File: src/rtl/seg_pkg.sv
// Shared constants for the scanned 7-segment decoder: segment codes for hex 0..F,
// digit count and the capture FSM state type.
package seg_pkg;

  localparam int NUM_DIGITS = 4;

  // Active-high segment codes, bit order {a,b,c,d,e,f,g}.
  localparam logic [6:0] SEG_0 = 7'h7E;
  localparam logic [6:0] SEG_1 = 7'h30;
  localparam logic [6:0] SEG_2 = 7'h6D;
  localparam logic [6:0] SEG_3 = 7'h79;
  localparam logic [6:0] SEG_4 = 7'h33;
  localparam logic [6:0] SEG_5 = 7'h5B;
  localparam logic [6:0] SEG_6 = 7'h5F;
  localparam logic [6:0] SEG_7 = 7'h70;
  localparam logic [6:0] SEG_8 = 7'h7F;
  localparam logic [6:0] SEG_9 = 7'h73;
  localparam logic [6:0] SEG_A = 7'h77;
  localparam logic [6:0] SEG_B = 7'h1F;
  localparam logic [6:0] SEG_C = 7'h4E;
  localparam logic [6:0] SEG_D = 7'h3D;
  localparam logic [6:0] SEG_E = 7'h4F;
  localparam logic [6:0] SEG_F = 7'h47;

  typedef enum logic [1:0] {
    ST_WAIT   = 2'd0,
    ST_SETTLE = 2'd1,
    ST_HELD   = 2'd2
  } scan_state_e;

endpackage

File: src/rtl/seg2hex.sv
// Combinational 7-segment pattern to hex nibble decoder; legal is low for any
// pattern that is not one of the sixteen hex glyphs.
module seg2hex
  import seg_pkg::*;
(
  input  logic [6:0] seg,
  output logic [3:0] hex,
  output logic       legal
);

  always_comb begin
    hex   = 4'h0;
    legal = 1'b1;
    case (seg)
      SEG_0:   hex = 4'h0;
      SEG_1:   hex = 4'h1;
      SEG_2:   hex = 4'h2;
      SEG_3:   hex = 4'h3;
      SEG_4:   hex = 4'h4;
      SEG_5:   hex = 4'h5;
      SEG_6:   hex = 4'h6;
      SEG_7:   hex = 4'h7;
      SEG_8:   hex = 4'h8;
      SEG_9:   hex = 4'h9;
      SEG_A:   hex = 4'hA;
      SEG_B:   hex = 4'hB;
      SEG_C:   hex = 4'hC;
      SEG_D:   hex = 4'hD;
      SEG_E:   hex = 4'hE;
      SEG_F:   hex = 4'hF;
      default: legal = 1'b0;
    endcase
  end

endmodule

File: src/rtl/seg_scan_decoder.sv
// Recovers a 4-digit hex value from a multiplexed 7-segment display bus by capturing
// each digit once it has been stable for SETTLE_CYCLES, and emitting complete frames.
module seg_scan_decoder
  import seg_pkg::*;
#(
  parameter int SETTLE_CYCLES = 4
) (
  input  logic        clk,
  input  logic        rst_n,
  input  logic [3:0]  an,
  input  logic [6:0]  seg,
  output logic [15:0] value,
  output logic        frame_valid,
  output logic        frame_err,
  output scan_state_e dbg_state
);

  // cnt_q reaches this value on the last cycle before the capture edge.
  localparam logic [7:0] SETTLE_LAST = 8'(SETTLE_CYCLES - 2);

  logic [10:0]           in_q, in_d;
  logic [7:0]            cnt_q, cnt_d;
  scan_state_e           state_q, state_d;
  logic [15:0]           digit_q, digit_d;
  logic [NUM_DIGITS-1:0] seen_q, seen_d;
  logic                  err_q, err_d;
  logic [15:0]           value_q, value_d;
  logic                  fv_q, fv_d;
  logic                  fe_q, fe_d;

  logic [3:0] hex;
  logic       legal;
  logic       changed, one_hot, capture, emit;

  seg2hex u_seg2hex (
    .seg   (seg),
    .hex   (hex),
    .legal (legal)
  );

  always_comb begin
    in_d    = {an, seg};
    changed = (in_d != in_q);
    one_hot = $onehot(an);
    cnt_d   = changed ? 8'd0 : ((cnt_q == 8'hFF) ? cnt_q : cnt_q + 8'd1);

    capture = !changed && one_hot && (state_q == ST_SETTLE) && (cnt_q == SETTLE_LAST);

    state_d = state_q;
    if (changed) begin
      state_d = one_hot ? ST_SETTLE : ST_WAIT;
    end else if (capture) begin
      state_d = ST_HELD;
    end

    digit_d = digit_q;
    for (int i = 0; i < NUM_DIGITS; i++) begin
      if (capture && an[i] && legal) digit_d[4*i +: 4] = hex;
    end

    // A capture on the emission cycle starts the next frame with only its own contribution.
    emit    = (seen_q == {NUM_DIGITS{1'b1}});
    seen_d  = (emit ? '0 : seen_q) | (capture ? an : '0);
    err_d   = (emit ? 1'b0 : err_q) | (capture && !legal);
    value_d = emit ? digit_q : value_q;
    fv_d    = emit;
    fe_d    = emit && err_q;
  end

  always_ff @(posedge clk) begin
    if (!rst_n) begin
      in_q    <= '0;
      cnt_q   <= '0;
      state_q <= ST_WAIT;
      digit_q <= '0;
      seen_q  <= '0;
      err_q   <= 1'b0;
      value_q <= '0;
      fv_q    <= 1'b0;
      fe_q    <= 1'b0;
    end else begin
      in_q    <= in_d;
      cnt_q   <= cnt_d;
      state_q <= state_d;
      digit_q <= digit_d;
      seen_q  <= seen_d;
      err_q   <= err_d;
      value_q <= value_d;
      fv_q    <= fv_d;
      fe_q    <= fe_d;
    end
  end

  assign value       = value_q;
  assign frame_valid = fv_q;
  assign frame_err   = fe_q;
  assign dbg_state   = state_q;

endmodule

File: config.mk
export PLATFORM = sky130hd
export DESIGN_NAME = seg_scan_decoder
export DESIGN_NICKNAME = d
export VERILOG_FILES = /design/src/rtl/seg_pkg.sv /design/src/rtl/seg2hex.sv /design/src/rtl/seg_scan_decoder.sv
export SDC_FILE = /design/constraint.sdc
export NUM_CORES = 1
export LEC_CHECK = 0
export ABC_AREA = 1
export CORE_MARGIN = 4
export CORE_UTILIZATION = 40
export DETAILED_ROUTE_END_ITERATION = 16
export PLACE_DENSITY = 0.69
export SKIP_CTS_REPAIR_TIMING = 1
export SLEW_MARGIN = 15
export SYNTH_ARGS = -nofsm -noshare
export SYNTH_HDL_FRONTEND = slang
export SYNTH_SLANG_ARGS = --single-unit
File: constraint.sdc
create_clock -name clk -period 3.5 [get_ports clk]
set_input_delay 0.35 -clock clk [delete_from_list [all_inputs] [get_ports clk]]
set_output_delay 0.35 -clock clk [all_outputs]
set_load 0.05 [all_outputs]
==> flow_summary.ini, run 1 <==
[synthesis]
postSynthCellCount = 395
synth.area.top_cells = dfxtp_1, nand2_1, nor2_1
seq_area_frac_synth_pct = 42.7
synth_nets = 413
ys_types = 33
yosysTopAreaCell = dfxtp_1
synth_edf_count = 0
synth_warnings = 0
ys_seq_elements = 60
async_flop_share_pct = 0
synth-main-ff-cell = dfxtp_1
yosysTopAreaCellShare_pct = 42.7
synth.cell_area_um2 = 2820
syn_area_per_cell_um2 = 7.13

[final_layout]
antennaDiodeCount = 0
area_growth_pct = 20.5
post-route-util_pct = 49.7
drive_gt1_share_pct = 9.26
nNetsFinal = 445

[floorplanning]
ioPinCount = 33
core_area_um2 = 6830
die_area_um2 = 8440
start_util_pct = 41.2
rows = 30
die_x_um = 91.9
die_h_um = 91.9

[placement]
io_buffers = 32
hpwlAfterDp_um = 3950
globalplace.congestion = 0.869

[setup_path]
crit_chain = clkdlybuf4s50_1, inv_1, fa_1, inv_1, ha_1, ha_1, nor3b_1, nand2_1, nor2_2, nand3_4, nor2_4, nand2_4, nor2_1, nor2_1
crit_path_end_kind = flop
crit_fanout = 5
arrival_ps = 3270
critPathKind = primary input to flop
required_ps = 3730
cpMaxStageDelayCell = fa_1
slowest_delay_ps = 550
cp-start-kind = primary input

[sta]
slew_headroom_pct = 53.3
rsz0062_at_grt = no
finalHoldViolCount = 0
skew_ps = 5.13
holdWs_ps = 458
fmax_ghz = 0.328
fin_crit_sh_pct = 87.0
tns_ps = 0
slew_violations = 0
setup_viol = 0
fin_crit_ps = 3050
tightest_slew_ps = 698

[global_route]
grt.total_usage_pct = 13.8
grt_max_degree = 27
overflow = 0
antenna_found_initial = 0
grt_pass1_wl_um = 9450
grt_pass1_vias = 2156

[clocking]
clockBufferDepth = 2
root_buffer = clkbuf_8
clk-insertion-delay-late_ps = 330
cts.reportedPaths.clkPinSlew_ps = 70
cts_tree = done
cts_buffers = 9
cts_max_level = 3
cts.sinks = 60

[routing]
viasPerCell = 4.54
wl_per_cell_um = 10.5
via_count = 2395
antenna_left = 0
routed_wl_um = 5530
dr.pass1.iters = 4
drcViolationCount = 0
drtIter0Drc = 91

[status]
outcome = completed

[power]
leakage_nw = 1.58
irDropWorstVdd_uv = 270
powerDensity_nw_per_um2 = 412

[hold_path]
hp-class = flop to flop

[job]
cap_violations = 0
layer usage:
| metal | routed length, µm | vias up | track usage, % |
|---|---|---|---|
| li1 | - | 1292 | - |
| met1 | 2690 | 1043 | 17.4 |
| met2 | 2450 | 48 | 21.8 |
| met3 | 265 | 12 | 3.45 |
| met4 | 130 | 0 | 7.18 |
| met5 | 0 | - | 0 |
metrics by stage:
step                      cells  setup WS, ps  total power, mW  cell area (µm²)
after detailed placement    512           117            0.809             3200
after CTS                   528           448             1.42             3390
after floorplan             395           893            0.778             2820
final                       528           454             1.40             3390
after global placement      512           218            0.808             3200
after global routing        528           265             1.47             3390
cells in the final DEF, fill, tap and decap left out, drive strengths merged:
cell type,count
clkdlybuf4s50,32
nand3,14
bufinv,1
fa,1
nand4,5
nand2,95
a21oi,22
nor3,5
and3,1
dfxtp,60
nor3b,3
nor4,1
clkinv,4
inv,53
a31oi,3
o21a,5
clkbuf,10
xnor2,6
o21ai,18
ha,4
o211ai,1
nor2,84
or2,1
buf,2
clkinvlp,1
worst max-delay path: cells and delay by family:
kind | cells | cell delay (ps)
buf+inv | 3 | 700
simple gates | 8 | 1220
fa+ha+maj | 3 | 980
power breakdown:
group | total, mW | internal, mW | switching (mW)
Combinational | 0.0986 | 0.0371 | 0.0615
Sequential | 0.695 | 0.691 | 0.00402
Clock | 0.603 | 0.329 | 0.274
Total | 1.40 | 1.06 | 0.340
cell type report:
| type | instances | area, µm² |
|---|---|---|
| fill | 685 | 3440 |
| sequential | 60 | 1200 |
| tap | 96 | 120 |
| timing repair buffer | 34 | 335 |
| clock inverter | 6 | 65.1 |
| multi-input combinational | 269 | 1340 |
| inverter | 53 | 199 |
| clock buffer | 10 | 128 |
state kept, by name, summed over array words and instances, names as in the netlist:
register / cells
frame_err: 1
cnt_q: 8
err_q: 1
seen_q: 4
frame_valid: 1
value: 16
in_q: 11
dbg_state: 2
digit_q: 16
Yosys cell counts, types with 2 or more instances:
library cell	number
o21ai_0	18
inv_1	48
inv_2	5
nor2_1	77
dfxtp_1	60
nor3_1	5
nand3_1	11
nor3b_1	2
ha_1	4
nand4_1	5
nor2_2	2
nand2_1	90
buf_2	3
a31oi_1	3
clkbuf_1	6
nand2_4	4
nand3_2	2
xnor2_1	6
a21oi_1	22
buf_4	2
o21a_1	5
nor2_4	4
cell families after synthesis:
family	count (synthesis)	share of synthesized area [%]
simple gates	209	33.8
buf+inv	66	9.82
flops	60	42.7
compound gates	49	9.38
xor+xnor	6	1.87
fa+ha+maj	5	2.49
worst paths after layout:
| path | start | endpoint | slack (ps) | cells past startpoint |
|---|---|---|---|---|
| setup / recovery | an[0] | digit_q[5] | 450 | 14 |
| hold / removal | digit_q[14] | value[14] | 460 | 2 |
| setup reg to reg | cnt_q[1] | cnt_q[4] | 1720 | 6 |
| hold reg to reg | digit_q[14] | value[14] | 460 | 2 |
Note: power is estimated with default switching activity, not from simulation.
==> run 2: changes to the inputs <==
CORE_MARGIN = 2   (was 4)
==> run 2 against run 1 <==
Die area decreased by 8.5%. Highest routed layer unchanged. Count of clock-buffer cells in the layout increased by 2. Largest cell class unchanged. Fmax increased by 0.29%.
==> flow_summary.ini, run 2 (synthesized netlist as in run 1, its figures left out) <==
[status]
outcome = completed

[global_route]
grt.total_usage_pct = 16.1
grt_pass1_vias = 2286
overflow = 0
grt_max_degree = 23
grt_pass1_wl_um = 9660
antenna_found_initial = 0

[floorplanning]
start_util_pct = 41.4
core_area_um2 = 6790
die_h_um = 87.9
die_x_um = 87.9
die_area_um2 = 7720
ioPinCount = 33
rows = 30

[final_layout]
antennaDiodeCount = 0
design_area_um2 = 3410
fillers = 694
layout_commonest_cell = nand2_1
nNetsFinal = 445
mostFrequentLayoutCells = nand2_1, nor2_1, dfxtp_1
drive_gt1_share_pct = 9.28
layout.cells.non_filler = 527
area_growth_pct = 21.1

[clocking]
cts_max_level = 3
clk-insertion-delay-late_ps = 340
cts_tree = done
cts.sinks = 60
cts.reportedPaths.clkPinSlew_ps = 60
clockBufferDepth = 2
cts_buffers = 9
root_buffer = clkbuf_8

[sta]
setup_viol = 0
fin_crit_sh_pct = 86.8
finalHoldViolCount = 0
skew_ps = 8.04
rsz0062_at_grt = no
tightest_slew_ps = 783
fin_crit_ps = 3040
holdWs_ps = 452
slew_violations = 0
fmax_ghz = 0.329
tns_ps = 0
slew_headroom_pct = 47.6

[setup_path]
required_ps = 3780
critPathKind = primary input to flop
crit_fanout = 5
r2r_slack_ps = 1690
cp-start-kind = primary input
arrival_ps = 3310
crit_path_end_kind = flop

[routing]
drcViolationCount = 0
via_count = 2362
wl_per_cell_um = 10.4
routed.top_layer = met4
drtIter0Drc = 129
routed-wl-met3_um = 225
antenna_left = 0
m1WireLength_um = 2690
routed_wl_um = 5500
wl_met2_um = 2500
viasPerCell = 4.48
dr.pass1.iters = 4

[placement]
dp.cells = 512
io_buffers = 32
hpwlAfterDp_um = 3890
placed_cell_area_um2 = 3200
globalplace.congestion = 0.841

[power]
powerDensity_nw_per_um2 = 422
leakage_nw = 1.59
p_total_mw = 1.44
irDropWorstVdd_uv = 192

[job]
cap_violations = 0

[hold_path]
hp-class = flop to flop
==> run 2: cell type report <==
class / instances / area, µm² / share of cell area, %
Sequential cell: 60 / 1200 / 35.2
Tap cell: 96 / 120 / 3.52
Clock buffer: 12 / 165 / 4.84
Multi-Input combinational cell: 269 / 1340 / 39.4
Inverter: 53 / 199 / 5.83
Clock inverter: 3 / 45.0 / 1.32
Timing Repair Buffer: 34 / 335 / 9.83
==> run 2: stage by stage <==
| stage | setup slack, ps | util [%] |
|---|---|---|
| 6_report | 463 | 50.2 |
| 3_5_place_dp | 114 | 47.1 |
| 3_3_place_gp | 211 | 47.1 |
| 2_1_floorplan | 893 | - |
| 4_1_cts | 455 | 50.2 |
| 5_1_grt | 253 | 50.2 |
==> run 2: per-layer routing <==
layer | track usage (%) | vias to the layer above
li1 | - | 1284
met2 | 27.5 | 47
met3 | 4.24 | 9
met5 | 0 | -
met1 | 19.3 | 1022
met4 | 6.29 | 0
==> run 2: power by group <==
group / total (mW) / switching, mW / internal [mW] / leakage, nW
Combinational: 0.0991 / 0.0619 / 0.0372 / 1.00
Sequential: 0.695 / 0.00415 / 0.691 / 0.486
Clock: 0.646 / 0.263 / 0.383 / 0.101
Total: 1.44 / 0.329 / 1.11 / 1.59
==> run 2: worst max-delay path, stage by stage <==
cell             delay (ps)
clkdlybuf4s50_1         520
inv_1                   140
fa_1                    550
inv_1                    40
ha_1                    180
ha_1                    280
nor3b_1                 260
nand2_1                 100
nor2_2                  200
nand3_4                 190
nor2_4                  210
nand2_4                  80
nand2_1                  60
nand2_1                  50
nor2_1                   80
==> run 2: final timing paths <==
kind	from	end	depth (start not counted)
worst min register to register	digit_q[14]	value[14]	2
worst max-delay path	an[0]	digit_q[5]	15
worst max register to register	seen_q[0]	err_q	6
worst min-delay path	digit_q[14]	value[14]	2
